**config.mk**
```make
export PLATFORM = sky130hd
export DESIGN_NAME = delay_line_seq
export DESIGN_NICKNAME = d
export VERILOG_FILES = /design/src/rtl/delay_line_seq.sv
export SDC_FILE = /design/constraint.sdc
export NUM_CORES = 1
export LEC_CHECK = 0
export BUFFER_PORTS_ARGS = -buffer_cell sky130_fd_sc_hd__buf_2
export CORE_ASPECT_RATIO = 1.2
export CORE_MARGIN = 2
export CORE_UTILIZATION = 56
export DETAILED_ROUTE_END_ITERATION = 10
export GPL_TIMING_DRIVEN = 0
export HOLD_SLACK_MARGIN = 0.02
export PLACE_DENSITY = 0.85
export SLEW_MARGIN = 5
export SYNTH_ARGS = -nofsm -noshare
export SYNTH_HDL_FRONTEND = slang
export SYNTH_SLANG_ARGS = --single-unit
export TNS_END_PERCENT = 1
```
**constraint.sdc**
```tcl
create_clock -name clk -period 3.79 [get_ports clk]
set_input_delay 0.1895 -clock clk [delete_from_list [all_inputs] [get_ports clk]]
set_output_delay 0.1895 -clock clk [all_outputs]
set_load 0.1 [all_outputs]
```
**src/rtl/delay_line_seq.sv**
```systemverilog
// Circular delay-line initiator for a single-port sample memory: writes one sample per
// frame, then streams the NTAPS newest samples (newest first). Optional masking: ZERO_FILL_EN.
module delay_line_seq #(
    parameter int ADDR_W = 8,
    parameter int DATA_W = 16,
    parameter int NTAPS  = 32
) (
    input  logic              clk,
    input  logic              reset,
    input  logic              clear,
    input  logic              in_valid,
    input  logic [DATA_W-1:0] in_data,
    output logic              in_ready,
    output logic [ADDR_W-1:0] mem_addr,
    output logic              mem_en,
    output logic              mem_wmode,
    output logic [DATA_W-1:0] mem_wdata,
    input  logic [DATA_W-1:0] mem_rdata,
    output logic              tap_valid,
    output logic [DATA_W-1:0] tap_data,
    output logic [ADDR_W-1:0] tap_index,
    output logic              tap_last
);

    // state   | meaning
    // S_IDLE  | waiting for a sample, memory idle
    // S_WRITE | sample written at wr_ptr
    // S_READ  | read head-k for k = 0..NTAPS-1
    // S_DRAIN | last tap presented, memory idle
    typedef enum logic [1:0] {S_IDLE, S_WRITE, S_READ, S_DRAIN} state_t;

    localparam logic [ADDR_W-1:0] K_LAST = ADDR_W'(NTAPS - 1);

    state_t r_state;
    state_t w_state_nxt;

    logic [ADDR_W-1:0] r_wr_ptr;
    logic [ADDR_W-1:0] r_head;
    logic [ADDR_W-1:0] r_k;
    logic [ADDR_W-1:0] r_mem_addr;
    logic              r_mem_en;
    logic              r_mem_wmode;
    logic [DATA_W-1:0] r_mem_wdata;
    logic              r_tap_valid;
    logic [ADDR_W-1:0] r_tap_index;
    logic              r_tap_last;

    logic              w_accept;
    logic              w_read_done;
    logic [ADDR_W-1:0] w_mem_addr_nxt;
    logic              w_mem_en_nxt;
    logic              w_mem_wmode_nxt;
    logic [DATA_W-1:0] w_mem_wdata_nxt;
    logic [DATA_W-1:0] w_tap_src;

    assign in_ready    = (r_state == S_IDLE) & ~clear & ~reset;
    assign w_accept    = in_valid & in_ready;
    assign w_read_done = (r_state == S_READ) && (r_k == K_LAST);

    always_ff @(posedge clk or posedge reset) begin
        if (reset) r_state <= S_IDLE;
        else       r_state <= w_state_nxt;
    end

    always_comb begin
        w_state_nxt = r_state;
        case (r_state)
            S_IDLE:  if (w_accept) w_state_nxt = S_WRITE;
            S_WRITE: w_state_nxt = S_READ;
            S_READ:  if (w_read_done) w_state_nxt = S_DRAIN;
            S_DRAIN: w_state_nxt = S_IDLE;
            default: w_state_nxt = S_IDLE;
        endcase
    end

    // Memory controls are registered, so compute what the next cycle must present.
    always_comb begin
        w_mem_en_nxt    = 1'b0;
        w_mem_wmode_nxt = 1'b0;
        w_mem_addr_nxt  = r_mem_addr;
        w_mem_wdata_nxt = r_mem_wdata;
        case (r_state)
            S_IDLE: begin
                if (w_accept) begin
                    w_mem_en_nxt    = 1'b1;
                    w_mem_wmode_nxt = 1'b1;
                    w_mem_addr_nxt  = r_wr_ptr;
                    w_mem_wdata_nxt = in_data;
                end
            end
            S_WRITE: begin
                w_mem_en_nxt   = 1'b1;
                w_mem_addr_nxt = r_wr_ptr;
            end
            S_READ: begin
                if (!w_read_done) begin
                    w_mem_en_nxt   = 1'b1;
                    w_mem_addr_nxt = r_head - (r_k + ADDR_W'(1));
                end
            end
            default: ;
        endcase
    end

    always_ff @(posedge clk or posedge reset) begin
        if (reset) begin
            r_wr_ptr    <= '0;
            r_head      <= '0;
            r_k         <= '0;
            r_mem_addr  <= '0;
            r_mem_en    <= 1'b0;
            r_mem_wmode <= 1'b0;
            r_mem_wdata <= '0;
            r_tap_valid <= 1'b0;
            r_tap_index <= '0;
            r_tap_last  <= 1'b0;
        end else begin
            r_mem_addr  <= w_mem_addr_nxt;
            r_mem_en    <= w_mem_en_nxt;
            r_mem_wmode <= w_mem_wmode_nxt;
            r_mem_wdata <= w_mem_wdata_nxt;
            if (r_state == S_IDLE && clear) begin
                r_wr_ptr <= '0;
            end else if (r_state == S_WRITE) begin
                r_head   <= r_wr_ptr;
                r_wr_ptr <= r_wr_ptr + ADDR_W'(1);
                r_k      <= '0;
            end else if (r_state == S_READ) begin
                r_k <= r_k + ADDR_W'(1);
            end
            // Read data returns one cycle after the read edge, so tap sideband lags by one.
            r_tap_valid <= (r_state == S_READ);
            r_tap_index <= (r_state == S_READ) ? r_k : '0;
            r_tap_last  <= w_read_done;
        end
    end

`ifdef ZERO_FILL_EN
    localparam int FILL_W = ADDR_W + 1;
    logic [FILL_W-1:0] r_fill_cnt;

    always_ff @(posedge clk or posedge reset) begin
        if (reset) begin
            r_fill_cnt <= '0;
        end else if (r_state == S_IDLE && clear) begin
            r_fill_cnt <= '0;
        end else if (r_state == S_WRITE && r_fill_cnt < FILL_W'(NTAPS)) begin
            r_fill_cnt <= r_fill_cnt + FILL_W'(1);
        end
    end

    assign w_tap_src = ({1'b0, r_tap_index} >= r_fill_cnt) ? '0 : mem_rdata;
`else
    assign w_tap_src = mem_rdata;
`endif

    assign mem_addr  = r_mem_addr;
    assign mem_en    = r_mem_en;
    assign mem_wmode = r_mem_wmode;
    assign mem_wdata = r_mem_wdata;
    assign tap_valid = r_tap_valid;
    assign tap_data  = r_tap_valid ? w_tap_src : '0;
    assign tap_index = r_tap_index;
    assign tap_last  = r_tap_last;

endmodule

```
# ---- Word-level counts from Yosys, hierarchy flattened
# Index checks and enable logic that the tools add are counted.
dict set report totals {
  in_bits 36
  word_cells 54
  register_bits 62
  output_inout_bits 53
}
dict set report op_classes {
  reduce_logical 11
  muxes 16
  n_bitwise 6
  eq_ne 7
  n_addsub 3
}
# operator count
set ops {}
lappend ops {{8-bit two-way mux} 7}
lappend ops {{8-bit case mux with 3 select lines} 1}
lappend ops {{8-bit by 1-bit adder with 8-bit output (second input constant)} 2}
lappend ops {{16-bit two-way mux} 1}
lappend ops {{8-bit by 5-bit equality test with 1-bit output (second input constant)} 1}
lappend ops {{2-bit case mux with 4 select lines} 1}
lappend ops {{2-bit AND reduction} 4}
lappend ops {{8-bit subtractor} 1}
lappend ops {{2-bit inequality test (second input constant)} 3}
lappend ops {{2-bit equality test (second input constant)} 2}
lappend ops {{2-bit two-way mux} 2}
lappend ops {{2-bit nonzero test} 2}
lappend ops {{1-bit AND} 3}
lappend ops {{1-bit two-way mux} 3}
lappend ops {{1-bit inverter} 3}
lappend ops {{1-bit case mux with 3 select lines} 1}
lappend ops {{3-bit AND reduction} 1}
lappend ops {{3-bit nonzero test} 1}
lappend ops {{2-bit by 1-bit equality test with 1-bit output (second input constant)} 1}
lappend ops {{1-bit logical AND} 2}
lappend ops {{2-bit zero test} 1}

# ---- Depth between registers and ports, before layout
dict set report logic_depth {
  depth_word 6
  depth_mapped 10
  depth_no_buf 9
}

# ---- Least setup slack after synthesis
# Ideal clock, no wire load.
dict set report synth_timing {
  kind {reg2out}
  start {reg r_state[0]}
  end {out in_ready}
  required_ns 3.601
  path_slack_ns 0.703
  t_arrival_ns 2.898
  stages_incl_launch_ff 4
  n_path_buf 0
  cell_sequence {dfrtp_1 > inv_1 > ha_1 > nor3b_1}
}
dict set report synth_between {
  elab_chain_len 3
}
# element line
set synth_rtl {}
lappend synth_rtl {{start: declaration} 34} ;# state_t r_state;
lappend synth_rtl {{start signal: assignment} 62} ;# else r_state <= w_state_nxt;
lappend synth_rtl {{2-bit zero test} 56} ;# assign in_ready = (r_state == S_IDLE) & ~clear & ~reset;
lappend synth_rtl {{1-bit AND (2 in a row)} 56}
lappend synth_rtl {{end: declaration} 13} ;# output logic in_ready,
# No other way between the ends.

# ---- Worst setup path in the final report
dict set report layout_timing {
  start {reg r_k[1]}
  end {reg r_mem_addr[5] (netlist: mem_addr[5])}
}
dict set report layout_between {
  elab_chain_len 4
  elab_cells_between_ends 8
  classes_between {add/sub (2); eq/ne (2); mux (2); reduce/logical (2)}
}
# element line
set layout_rtl {}
lappend layout_rtl {{start: declaration} 39} ;# logic [ADDR_W-1:0] r_k;
lappend layout_rtl {{start signal: assignment} 129} ;# r_k <= r_k + ADDR_W'(1);
lappend layout_rtl {{8-bit by 1-bit adder with 8-bit output or 8-bit by 5-bit equality test with 1-bit output (tied branches)} {98, 58}}
lappend layout_rtl {{8-bit subtractor or 1-bit logical AND (tied branches)} {98, 58}}
lappend layout_rtl {{8-bit two-way mux or 2-bit inequality test (tied branches)} -}
lappend layout_rtl {{8-bit case mux with 3 select lines or 3-bit AND reduction (tied branches)} -}
lappend layout_rtl {{end signal: assignment} 118} ;# r_mem_addr <= w_mem_addr_nxt;
lappend layout_rtl {{end: declaration} 40} ;# logic [ADDR_W-1:0] r_mem_addr;
# Several ways; a longest one is shown, not always the timed one. The select of a mux whose other input is x is not followed.
# A chain may end at the register's enable or synchronous reset.

==> out/results.txt <==
initial antenna violation count: 0
core area: 5260 µm²
Die W: 71.2 µm
number of global-route vias before repair: 2514
Crit Reg-Reg Endpoint: mem_addr[5]$_DFFE_PP0P_
Post-Route WL: 6770 µm
Syn Area/Cell: 11.0 µm²
Syn. warnings: 0
WS Path Type: register to register
Net count, final: 429
worst path arrival time: 2780 ps
Critical path destination: mem_addr[5]$_DFFE_PP0P_
crit path time final: 2590 ps
initial drt markers: 178
Post-DP HPWL: 5070 µm
final hold viol count: 0
number of synthesized flops with an enable pin: 0
Mapped Area: 3040 µm²
diodes inserted: 0
Critical Path Source: r_k[1]$_DFFE_PP0P_
worst skew pair latency: 340 ps
placed cells: 428
crit end category: register
slack of the worst reg-to-reg path: 1200 ps
Port Buffer Count: 88
pin count of the biggest net entering global routing: 34
Worst-Margin Slew: 639 ps
Die Y: 84.7 µm
Clock Tree Root: clkbuf_8
Syn Inst Count: 277
CP required: 3980 ps
Overflow after GRT: 0
critical path cell sequence: ha_1, nand3_1, xnor2_1, ha_1, o211a_1, o31ai_1, a211oi_1, a2111oi_0, a21oi_1
clock sink count: 62
Initial Utilization: 57.7%
R2R cell count: 9
Syn Nets: 328
share of the synthesized area in the top cell type: 51.1%
sequential fraction of the synthesis area: 51.1%
synth top area cells: dfrtp_1 (51%), mux2_2 (8.5%), ha_1 (5.8%)
area leader, netlist: dfrtp_1
Finished Layout Cells: 445
CTS tree: done
drt wl/cell: 15.2 µm
H-Tree Depth: 3
Final Hold Slack: 77.6 ps
share of post-route cells with drive strength above 1: 35.0%
Area Growth Syn to Fin: 24.2%
max cap viols: 0
Max Clock Skew: 6.17 ps
RR Startpoint: r_k[1]$_DFFE_PP0P_
most frequent CP cell: ha_1
final core occ: 71.7%
Tightest Hold Check Type: input port to register
most frequent cells in the layout: buf_2 (88), dfrtp_1 (62), mux2_2 (23)
drt first pass iters: 7
Synth Flop Type: dfrtp_1
Synth Register Bits: 62
Fillers: 360
most common cell after layout, fill and taps aside: buf_2
CTS clk-pin slew, worst paths: 70 ps
ys async rst share: 100%
routed via count: 2490
relative slew slack: 56.3%
max-slew violations: 0
drc violations: 0
CTS buffer count: 9
Vias/cell: 5.60
GPL Wtd Cong: 0.867
# rows: 29
final setup TNS: 0 ps
GRT Overall Usage: 24.1%
post-synth cell types: 43
worst-path fanout max: 4
Critical-path top delay cell: a2111oi_0
IO Count: 89
global-route wire length before repair: 11300 µm
unrepaired setup endpoints after global routing: false
Routed Antenna Nets: 0
max incr delay on CP: 600 ps
final setup fails: 0
CTS Buffer Depth: 2
die area: 6030 µm²
number of setup buffers added after CTS: 0
Final period util: 68.4%
Critical Path Source Type: register
Max Freq: 385 MHz
status: finished, final reports clean
## cells in the mapped netlist (2+ instances only)
master      n
buf_6       2
nand2_1    13
o21a_1      2
or3_1       5
inv_1      16
dfrtp_1    62
clkbuf_1    6
nor3_1      5
nor3b_1     2
o31a_1      2
nand3_1     3
o22ai_1     6
a2111oi_0   2
nor2b_1     8
nand4_1     5
nand2b_1    2
xor2_1      5
o31ai_1     2
ha_1       14
and2_1     18
nor2_1     20
mux2i_1     4
a211oi_1    2
buf_1       2
o21ai_0    15
xnor2_1     7
a21oi_1     9
mux2_2     23
## repair_timing
action / in CTS / in global routing
resized for setup: 0 / 0
endpoints found under the hold margin: 29 / 0
hold buffers: 1 / 0
## routing by layer
metal	vias to the layer above	wire [µm]	GRT usage, %
met5	-	0	0
met4	0	269	14.2
met3	27	481	4.56
met2	126	3480	42.2
met1	1177	2540	26.9
li1	1160	-	-
## logic make-up after synthesis
group                      count (synthesis)  synth area share, %
AOI/OAI and AO/OA                         44                 9.06
buffers and inverters                     28                 4.00
adders and majority gates                 15                 6.43
and+or+nand+nor                           88                 15.6
muxes                                     28                 10.3
xor gates and xnor gates                  12                 3.46
DFF                                       62                 51.1
## per-stage QoR
step,cell area [µm²],setup WS [ps]
2_1_floorplan,3040,703
3_3_place_gp,3550,1290
3_5_place_dp,3570,1260
4_1_cts,3770,1230
5_1_grt,3770,1010
6_report,3770,1200
## worst min path at each step
stage | startpoint | to | slack (ps) | cells past startpoint
after floorplan | in_data[10] | mem_wdata[10]$_DFFE_PP0P_ | 340 | 1
after global placement | in_data[8] | mem_wdata[8]$_DFFE_PP0P_ | 420 | 2
after detailed placement | reset | r_k[5]$_DFFE_PP0P_ | 320 | 2
after CTS | in_data[13] | mem_wdata[13]$_DFFE_PP0P_ | 70 | 2
after global routing | in_data[15] | mem_wdata[15]$_DFFE_PP0P_ | 60 | 2
final | in_data[13] | mem_wdata[13]$_DFFE_PP0P_ | 80 | 2
## worst max-delay path, delay by kind of cell (launching register included)
family	cells	cell delay, ps
AOI/OAI and AO/OA	5	1120
xor gates and xnor gates	1	280
adders and majority gates	2	560
DFF	1	380
and+or+nand+nor	1	120
## state kept, by name (all words and copies together), names as in the netlist
name and flops:
mem_addr 8, mem_en 1, r_wr_ptr 8, r_head 8, mem_wmode 1, r_k 8
r_state 2, tap_valid 1, mem_wdata 16, tap_index 8, tap_last 1
## cell type report
class                           count  area (µm²)  share of cell area (%)
Inverter                           17        63.8                    1.69
Tap cell                           62        77.6                    2.06
Timing Repair Buffer               90         470                    12.5
Buffer                             11        57.6                    1.53
Clock inverter                      3        17.5                   0.464
Multi-Input combinational cell    187        1360                    36.2
Clock buffer                       13         169                    4.48
Sequential cell                    62        1550                    41.1
Power is left out: the tool's default activity adds up to more than one toggle a clock period on the data nets, which glitch-free logic cannot reach.
